==> src/rtl/sch_pkg.sv <==
// Shared definitions for the tile scheduler controller: FSM state codes,
// tile_loc bit positions and the default dimension-field width.
package sch_pkg;

   localparam int DIM_WIDTH_DEF = 15;

   // FSM state encoding
   localparam logic [2:0] ST_IDLE     = 3'd0;
   localparam logic [2:0] ST_WAIT_BUF = 3'd1;
   localparam logic [2:0] ST_START    = 3'd2;
   localparam logic [2:0] ST_RUN      = 3'd3;
   localparam logic [2:0] ST_NEXT     = 3'd4;
   localparam logic [2:0] ST_DONE     = 3'd5;

   // tile_loc bit positions
   localparam int LOC_TOP = 0;
   localparam int LOC_BOT = 1;

endpackage

==> src/rtl/tile_geom_calc.sv <==
// Combinational output-height calculation for one row tile:
// out_h = in_h - (ksize-1) + pad on each image edge the tile touches,
// clamped to 0 when the kernel does not fit.
module tile_geom_calc
   import sch_pkg::*;
#(
   parameter int DIM_WIDTH = DIM_WIDTH_DEF
) (
   input  logic [DIM_WIDTH-1:0] i_in_h,
   input  logic [3:0]           i_ksize,
   input  logic                 i_top,
   input  logic                 i_bot,
   output logic [DIM_WIDTH-1:0] o_out_h
);

   logic [DIM_WIDTH:0] w_pad;
   logic [DIM_WIDTH:0] w_sum;
   logic [DIM_WIDTH:0] w_sub;
   logic [DIM_WIDTH:0] w_diff;

   // Add padding first, then compare against ksize-1 so the clamp needs no sign bit
   always_comb begin
      w_pad  = {{(DIM_WIDTH-2){1'b0}}, i_ksize[3:1]};
      w_sum  = {1'b0, i_in_h} + (i_top ? w_pad : '0) + (i_bot ? w_pad : '0);
      w_sub  = (i_ksize == 4'd0) ? '0 : {{(DIM_WIDTH-3){1'b0}}, i_ksize - 4'd1};
      w_diff = w_sum - w_sub;
      if (w_sum < w_sub) begin
         o_out_h = '0;
      end else if (w_diff[DIM_WIDTH]) begin
         // only reachable with even kernels on a full-height tile
         o_out_h = '1;
      end else begin
         o_out_h = w_diff[DIM_WIDTH-1:0];
      end
   end

endmodule

==> src/rtl/tile_sch_ctrl.sv <==
// Layer-level row-tile scheduler: walks a layer tile by tile, waiting for the
// loader's buffer bank, issuing one tile-start pulse per tile and ping-ponging
// the buffer bank select. Optional cycle counter: TILE_SCH_CTRL_PERF_CNT_EN.
module tile_sch_ctrl
   import sch_pkg::*;
#(
   parameter int DIM_WIDTH      = DIM_WIDTH_DEF,
   parameter int TILE_CNT_WIDTH = 8
) (
   input  logic                      clk,
   input  logic                      rst,
   input  logic                      layer_start,
   input  logic [3:0]                cfg_ksize,
   input  logic [TILE_CNT_WIDTH-1:0] cfg_num_tiles,
   input  logic [DIM_WIDTH-1:0]      cfg_tile_in_h,
   input  logic [DIM_WIDTH-1:0]      cfg_last_in_h,
   input  logic [DIM_WIDTH-1:0]      cfg_in_w,
   input  logic [DIM_WIDTH-1:0]      cfg_out_w,
   input  logic [DIM_WIDTH-1:0]      cfg_in_c,
   input  logic [DIM_WIDTH-1:0]      cfg_out_c,
   input  logic                      buf_rdy,
   input  logic                      tile_done,
   output logic                      ctrl2sch_tile_start,
   output logic                      stack_switch,
   output logic [3:0]                tile_loc,
   output logic [3:0]                ksize,
   output logic [DIM_WIDTH-1:0]      tile_in_h,
   output logic [DIM_WIDTH-1:0]      tile_out_h,
   output logic [DIM_WIDTH-1:0]      tile_in_w,
   output logic [DIM_WIDTH-1:0]      tile_out_w,
   output logic [DIM_WIDTH-1:0]      tile_in_c,
   output logic [DIM_WIDTH-1:0]      tile_out_c,
   output logic                      busy,
   output logic                      layer_done
`ifdef TILE_SCH_CTRL_PERF_CNT_EN
   ,
   output logic [31:0]               perf_cycles
`endif
);

   logic [2:0]                r_state;
   logic [2:0]                w_state_nxt;
   logic [TILE_CNT_WIDTH-1:0] r_idx;
   logic [TILE_CNT_WIDTH-1:0] r_last_idx;
   logic [DIM_WIDTH-1:0]      r_cfg_tile_in_h;
   logic [DIM_WIDTH-1:0]      r_cfg_last_in_h;
   logic [3:0]                r_ksize;
   logic [DIM_WIDTH-1:0]      r_in_w;
   logic [DIM_WIDTH-1:0]      r_out_w;
   logic [DIM_WIDTH-1:0]      r_in_c;
   logic [DIM_WIDTH-1:0]      r_out_c;
   logic [1:0]                r_tile_loc;
   logic [DIM_WIDTH-1:0]      r_tile_in_h;
   logic [DIM_WIDTH-1:0]      r_tile_out_h;
   logic                      r_start;
   logic                      r_sw;
   logic                      r_busy;
   logic                      r_layer_done;

   logic                      w_accept;
   logic                      w_is_first;
   logic                      w_is_last;
   logic [DIM_WIDTH-1:0]      w_in_h;
   logic [DIM_WIDTH-1:0]      w_out_h;

   assign w_accept   = (r_state == ST_IDLE) && layer_start;
   assign w_is_first = (r_idx == '0);
   assign w_is_last  = (r_idx == r_last_idx);
   assign w_in_h     = w_is_last ? r_cfg_last_in_h : r_cfg_tile_in_h;

   tile_geom_calc #(
      .DIM_WIDTH (DIM_WIDTH)
   ) u_geom (
      .i_in_h  (w_in_h),
      .i_ksize (r_ksize),
      .i_top   (w_is_first),
      .i_bot   (w_is_last),
      .o_out_h (w_out_h)
   );

   // Next-state decode
   always_comb begin
      w_state_nxt = r_state;
      case (r_state)
         ST_IDLE:     if (layer_start) w_state_nxt = ST_WAIT_BUF;
         ST_WAIT_BUF: if (buf_rdy) w_state_nxt = ST_START;
         ST_START:    w_state_nxt = ST_RUN;
         ST_RUN:      if (tile_done) w_state_nxt = ST_NEXT;
         ST_NEXT:     w_state_nxt = w_is_last ? ST_DONE : ST_WAIT_BUF;
         ST_DONE:     w_state_nxt = ST_IDLE;
         default:     w_state_nxt = ST_IDLE;
      endcase
   end

   // State register; status outputs decoded from the next state so they are registers
   always_ff @(posedge clk) begin
      if (rst) begin
         r_state      <= ST_IDLE;
         r_busy       <= 1'b0;
         r_start      <= 1'b0;
         r_layer_done <= 1'b0;
      end else begin
         r_state      <= w_state_nxt;
         r_busy       <= (w_state_nxt != ST_IDLE);
         r_start      <= (w_state_nxt == ST_START);
         r_layer_done <= (w_state_nxt == ST_DONE);
      end
   end

   // Latch the layer configuration when a layer is accepted
   always_ff @(posedge clk) begin
      if (rst) begin
         r_ksize         <= '0;
         r_last_idx      <= '0;
         r_cfg_tile_in_h <= '0;
         r_cfg_last_in_h <= '0;
         r_in_w          <= '0;
         r_out_w         <= '0;
         r_in_c          <= '0;
         r_out_c         <= '0;
      end else if (w_accept) begin
         r_ksize         <= cfg_ksize;
         // a tile count of 0 behaves as a single tile
         r_last_idx      <= (cfg_num_tiles == '0) ? '0 : cfg_num_tiles - TILE_CNT_WIDTH'(1);
         r_cfg_tile_in_h <= cfg_tile_in_h;
         r_cfg_last_in_h <= cfg_last_in_h;
         r_in_w          <= cfg_in_w;
         r_out_w         <= cfg_out_w;
         r_in_c          <= cfg_in_c;
         r_out_c         <= cfg_out_c;
      end
   end

   // Tile index and buffer bank select; the bank keeps alternating across layers
   always_ff @(posedge clk) begin
      if (rst) begin
         r_idx <= '0;
         r_sw  <= 1'b0;
      end else if (w_accept) begin
         r_idx <= '0;
      end else if (r_state == ST_NEXT) begin
         r_sw <= ~r_sw;
         if (!w_is_last) r_idx <= r_idx + TILE_CNT_WIDTH'(1);
      end
   end

   // Per-tile geometry, refreshed while waiting so it is stable before the start pulse
   always_ff @(posedge clk) begin
      if (rst) begin
         r_tile_loc   <= '0;
         r_tile_in_h  <= '0;
         r_tile_out_h <= '0;
      end else if (r_state == ST_WAIT_BUF) begin
         r_tile_loc[LOC_TOP] <= w_is_first;
         r_tile_loc[LOC_BOT] <= w_is_last;
         r_tile_in_h         <= w_in_h;
         r_tile_out_h        <= w_out_h;
      end
   end

`ifdef TILE_SCH_CTRL_PERF_CNT_EN
   logic [31:0] r_perf;

   // Busy-cycle counter for the current layer, saturating
   always_ff @(posedge clk) begin
      if (rst) begin
         r_perf <= '0;
      end else if (w_accept) begin
         r_perf <= '0;
      end else if (r_busy && (r_perf != '1)) begin
         r_perf <= r_perf + 32'd1;
      end
   end

   assign perf_cycles = r_perf;
`endif

   assign ctrl2sch_tile_start = r_start;
   assign stack_switch        = r_sw;
   assign tile_loc            = {2'b00, r_tile_loc};
   assign ksize               = r_ksize;
   assign tile_in_h           = r_tile_in_h;
   assign tile_out_h          = r_tile_out_h;
   assign tile_in_w           = r_in_w;
   assign tile_out_w          = r_out_w;
   assign tile_in_c           = r_in_c;
   assign tile_out_c          = r_out_c;
   assign busy                = r_busy;
   assign layer_done          = r_layer_done;

endmodule

==> config.mk <==
export PLATFORM = sky130hd
export DESIGN_NAME = tile_sch_ctrl
export DESIGN_NICKNAME = d
export VERILOG_FILES = /design/src/rtl/sch_pkg.sv /design/src/rtl/tile_geom_calc.sv /design/src/rtl/tile_sch_ctrl.sv
export SDC_FILE = /design/constraint.sdc
export NUM_CORES = 1
export LEC_CHECK = 0
export CORE_UTILIZATION = 45
export CTS_BUF_LIST = sky130_fd_sc_hd__clkbuf_8
export DETAILED_ROUTE_END_ITERATION = 10
export HOLD_SLACK_MARGIN = 0.05
export PLACE_DENSITY = 0.82
export SLEW_MARGIN = 20
export SYNTH_ARGS = -nofsm -noshare
export SYNTH_HDL_FRONTEND = slang
export SYNTH_HIERARCHICAL = 1
export SYNTH_SLANG_ARGS = --single-unit
==> constraint.sdc <==
create_clock -name clk -period 6.7 [get_ports clk]
set_clock_uncertainty 0.05 [all_clocks]
set_input_delay 1.005 -clock clk [delete_from_list [all_inputs] [get_ports clk]]
set_output_delay 1.005 -clock clk [all_outputs]
set_load 0.01 [all_outputs]
==> flow_metrics.tcl <==
set metrics [dict create \
    vias_in_the_first_global_route 5672 \
    routabilityCongestion 0.907 \
    yosysTopAreaCellShare 0.431 \
    dr.first_iter.drc_count 433 \
    post-synth-top-count-cell "sky130_fd_sc_hd__dfxtp_1" \
    maximum_number_of_pins_on_one_net_before_global_route_repair 96 \
    total_leakage_power_nw 3.67 \
    number_of_enable_flip_flop_cells_after_synthesis 0 \
    port_buffers 206 \
    grt_most_used_layer "met2" \
    final-setup-viol-count 0 \
    routed_wirelength_um 18100 \
    area_growth_syn_to_layout_pct 36.4 \
    routed-via-count 6002 \
    seq_area_frac_synth 0.431 \
    worst-setup-path-type "flip-flop to flip-flop" \
    synth_commonest_cells "sky130_fd_sc_hd__dfxtp_1 (149), sky130_fd_sc_hd__a22o_1 (95), sky130_fd_sc_hd__nand2_1 (73)" \
    clock_tree.buffer_depth 2 \
    placement_rows 44 \
    share_of_cells_above_drive_strength_1 0.0830 \
    yosysTopAreaCell "sky130_fd_sc_hd__dfxtp_1" \
    numPlacedInstances 1056 \
    post_cts.repair.setup_buffers 0 \
    detail_route.wl_per_cell_um 16.6 \
    finalWorstPathRequiredPeriod_ps 5510 \
    worstSetupEndpointType "flip-flop" \
    layout.nets 1014 \
    finish.cell_count_without_fillers 1088 \
    chipHeight_um 126 \
    syn_area_per_cell_sq_um 9.65 \
    outcome "complete, no violations" \
    max_cap_violations 0 \
    synthesized_instance_count 717 \
    initial_utilization 0.469 \
    grt_use_met3 0.0731 \
    firstDrtPassIters 5 \
    clk-insertion-delay-late_ps 460 \
    ys_seq_elements 149 \
    layout_worst_path_cycle_share 0.822 \
    hpwl_um 13000 \
    synth.distinct_cells 73 \
    final-max-slew-violation-count 0 \
    viasPerCell 5.52 \
    yosys-top-cells-area "sky130_fd_sc_hd__dfxtp_1 (43%), sky130_fd_sc_hd__a22o_1 (12%), sky130_fd_sc_hd__nand2_1 (4.0%), sky130_fd_sc_hd__a211oi_1 (3.4%), sky130_fd_sc_hd__a21oi_1 (3.3%)" \
    setup_total_negative_slack_ps 0 \
    netlist_area_before_placement_sq_um 6920 \
    h-tree-depth 4 \
    grt_pass1_wl_um 28900 \
    worstPathArrival_ps 5780 \
    placement.setup.worst_slack_ps 1240 \
    rsz0062_at_grt "false" \
    grt_usage 0.231 \
    final.setup.worst_slack_ps 1190 \
    number_of_remaining_drc_errors 0 \
    maxSlewHeadroom 0.318 \
    met1_usage 0.277 \
    grt_remaining_overflow 0 \
    cts_root_buf "sky130_fd_sc_hd__clkbuf_8" \
    cp_data_required_time_ps 6970 \
    timing.critical_path.fanout_max 13 \
    boundaryPins 209 \
    core_sq_um 14800 \
    max-vdd-ir-drop_mv 0.148 \
    met2_usage 0.387 \
    cts_repair_resize_count 0 \
    numClockSinks 149 \
    placement.cell_area_sq_um 9020 \
    finalInstanceArea_sq_um 9430 \
    cts-buffers-inserted 17 \
    cts_tree "done" \
    cp-start-kind "flip-flop" \
    holdBufCountCts 0 \
    achievable-frequency_ghz 0.182 \
    synthArstFlopShare 0 \
    fp.dieW_um 126 \
    final_cell_utilization_of_the_core 0.639 \
    insertedDiodeCount 0 \
    clock_pin_slew_on_the_worst_setup_and_hold_paths_ps 80 \
    report.power.total_mw 2.61 \
    finalHoldViolations 0 \
    worst-slew-pin-transition_ps 1020 \
    ys_warnings 6 \
    postRouteAntennaNets 0 \
    holdCritPathClass "flip-flop to flip-flop" \
    power_density_nw_per_um2 277 \
    antenna_found_initial 0 \
    die_area_sq_um 15900 \
    synth_top_flop_cell "sky130_fd_sc_hd__dfxtp_1" \
    timing.hold.ws_ps 406 \
]
-- layout by cell type (no fill, tap or decap), types with 15 or more instances in the layout --
cell type                         Yosys  layout
sky130_fd_sc_hd__clkdlybuf4s50_1      0     206
sky130_fd_sc_hd__a22o_1              95      95
sky130_fd_sc_hd__a211oi_1            31      31
sky130_fd_sc_hd__clkbuf_8             0      17
sky130_fd_sc_hd__nand2_1             73      73
sky130_fd_sc_hd__o21bai_1            15      15
sky130_fd_sc_hd__xor2_1              17      17
sky130_fd_sc_hd__dfxtp_1            149     149
sky130_fd_sc_hd__a21oi_1             45      45
sky130_fd_sc_hd__nor2_1              30      30
sky130_fd_sc_hd__inv_1               16      17
-- sequential cells by signal (all words and copies together), names as in the netlist --
| name | count |
|---|---|
| tile_out_w | 15 |
| r_tile_loc | 2 |
| busy | 1 |
| stack_switch | 1 |
| tile_out_h | 15 |
| r_state | 3 |
| tile_in_c | 15 |
| r_cfg_tile_in_h | 15 |
| r_idx | 8 |
| tile_in_w | 15 |
| tile_out_c | 15 |
| layer_done | 1 |
| r_last_idx | 8 |
| r_cfg_last_in_h | 15 |
| ctrl2sch_tile_start | 1 |
| ksize | 4 |
| tile_in_h | 15 |
-- final timing paths --
path,from,endpoint,slack (ps),depth (start not counted)
setup / recovery,r_idx[0],tile_out_h[3],1190,18
hold / removal,tile_out_h[4],tile_out_h[4],410,2
setup reg to reg,r_idx[0],tile_out_h[3],1190,18
hold reg to reg,tile_out_h[4],tile_out_h[4],410,2
-- cell families after synthesis --
logic type,after synthesis,synth area share
AO/OA/AOI/OAI,229,0.256
AND/OR/NAND/NOR,185,0.142
other,1,0.000542
buffers and inverters,76,0.0499
multiplexers,29,0.0447
XOR/XNOR,32,0.0416
flip-flops,149,0.431
adder cells (fa/ha/maj),16,0.0344
-- worst max-delay path: stages, from the launching register on --
cell and delay, ps:
sky130_fd_sc_hd__dfxtp_1 380, sky130_fd_sc_hd__inv_1 100, sky130_fd_sc_hd__ha_1 140, sky130_fd_sc_hd__or4b_2 590, sky130_fd_sc_hd__nor4_1 510, sky130_fd_sc_hd__nand2_1 160, sky130_fd_sc_hd__fa_1 540, sky130_fd_sc_hd__inv_1 50
sky130_fd_sc_hd__ha_1 230, sky130_fd_sc_hd__fa_1 460, sky130_fd_sc_hd__ha_1 350, sky130_fd_sc_hd__o21a_1 130, sky130_fd_sc_hd__o21ai_0 370, sky130_fd_sc_hd__and3_1 370, sky130_fd_sc_hd__nand4_2 160, sky130_fd_sc_hd__xnor2_2 470
sky130_fd_sc_hd__a21oi_1 150, sky130_fd_sc_hd__nand2_1 100, sky130_fd_sc_hd__a21oi_1 60
-- per-layer routing --
layer / part of all wire / wire length (um) / vias to the layer above
li1: - / - / 2963
met1: 0.43 / 7730 / 2806
met2: 0.48 / 8670 / 210
met3: 0.081 / 1460 / 23
met4: 0.013 / 234 / 0
met5: 0 / 0 / -
-- cell type report --
type                    instances  area, sq um
repair buffers                213         2110
flip-flops and latches        149         2980
inverters                      17         63.8
well taps                     184          230
clock inverters                15          179
fillers                      1216         5320
clock buffers                  17          234
multi-input cells             493         3630
-- where the power goes --
part / switching [mW] / total (mW) / internal [mW]
clock: 0.350 / 0.722 / 0.371
sequential: 0.0615 / 1.04 / 0.975
combinational: 0.439 / 0.852 / 0.412
No activity file was read; power rests on OpenSTA's default activity.
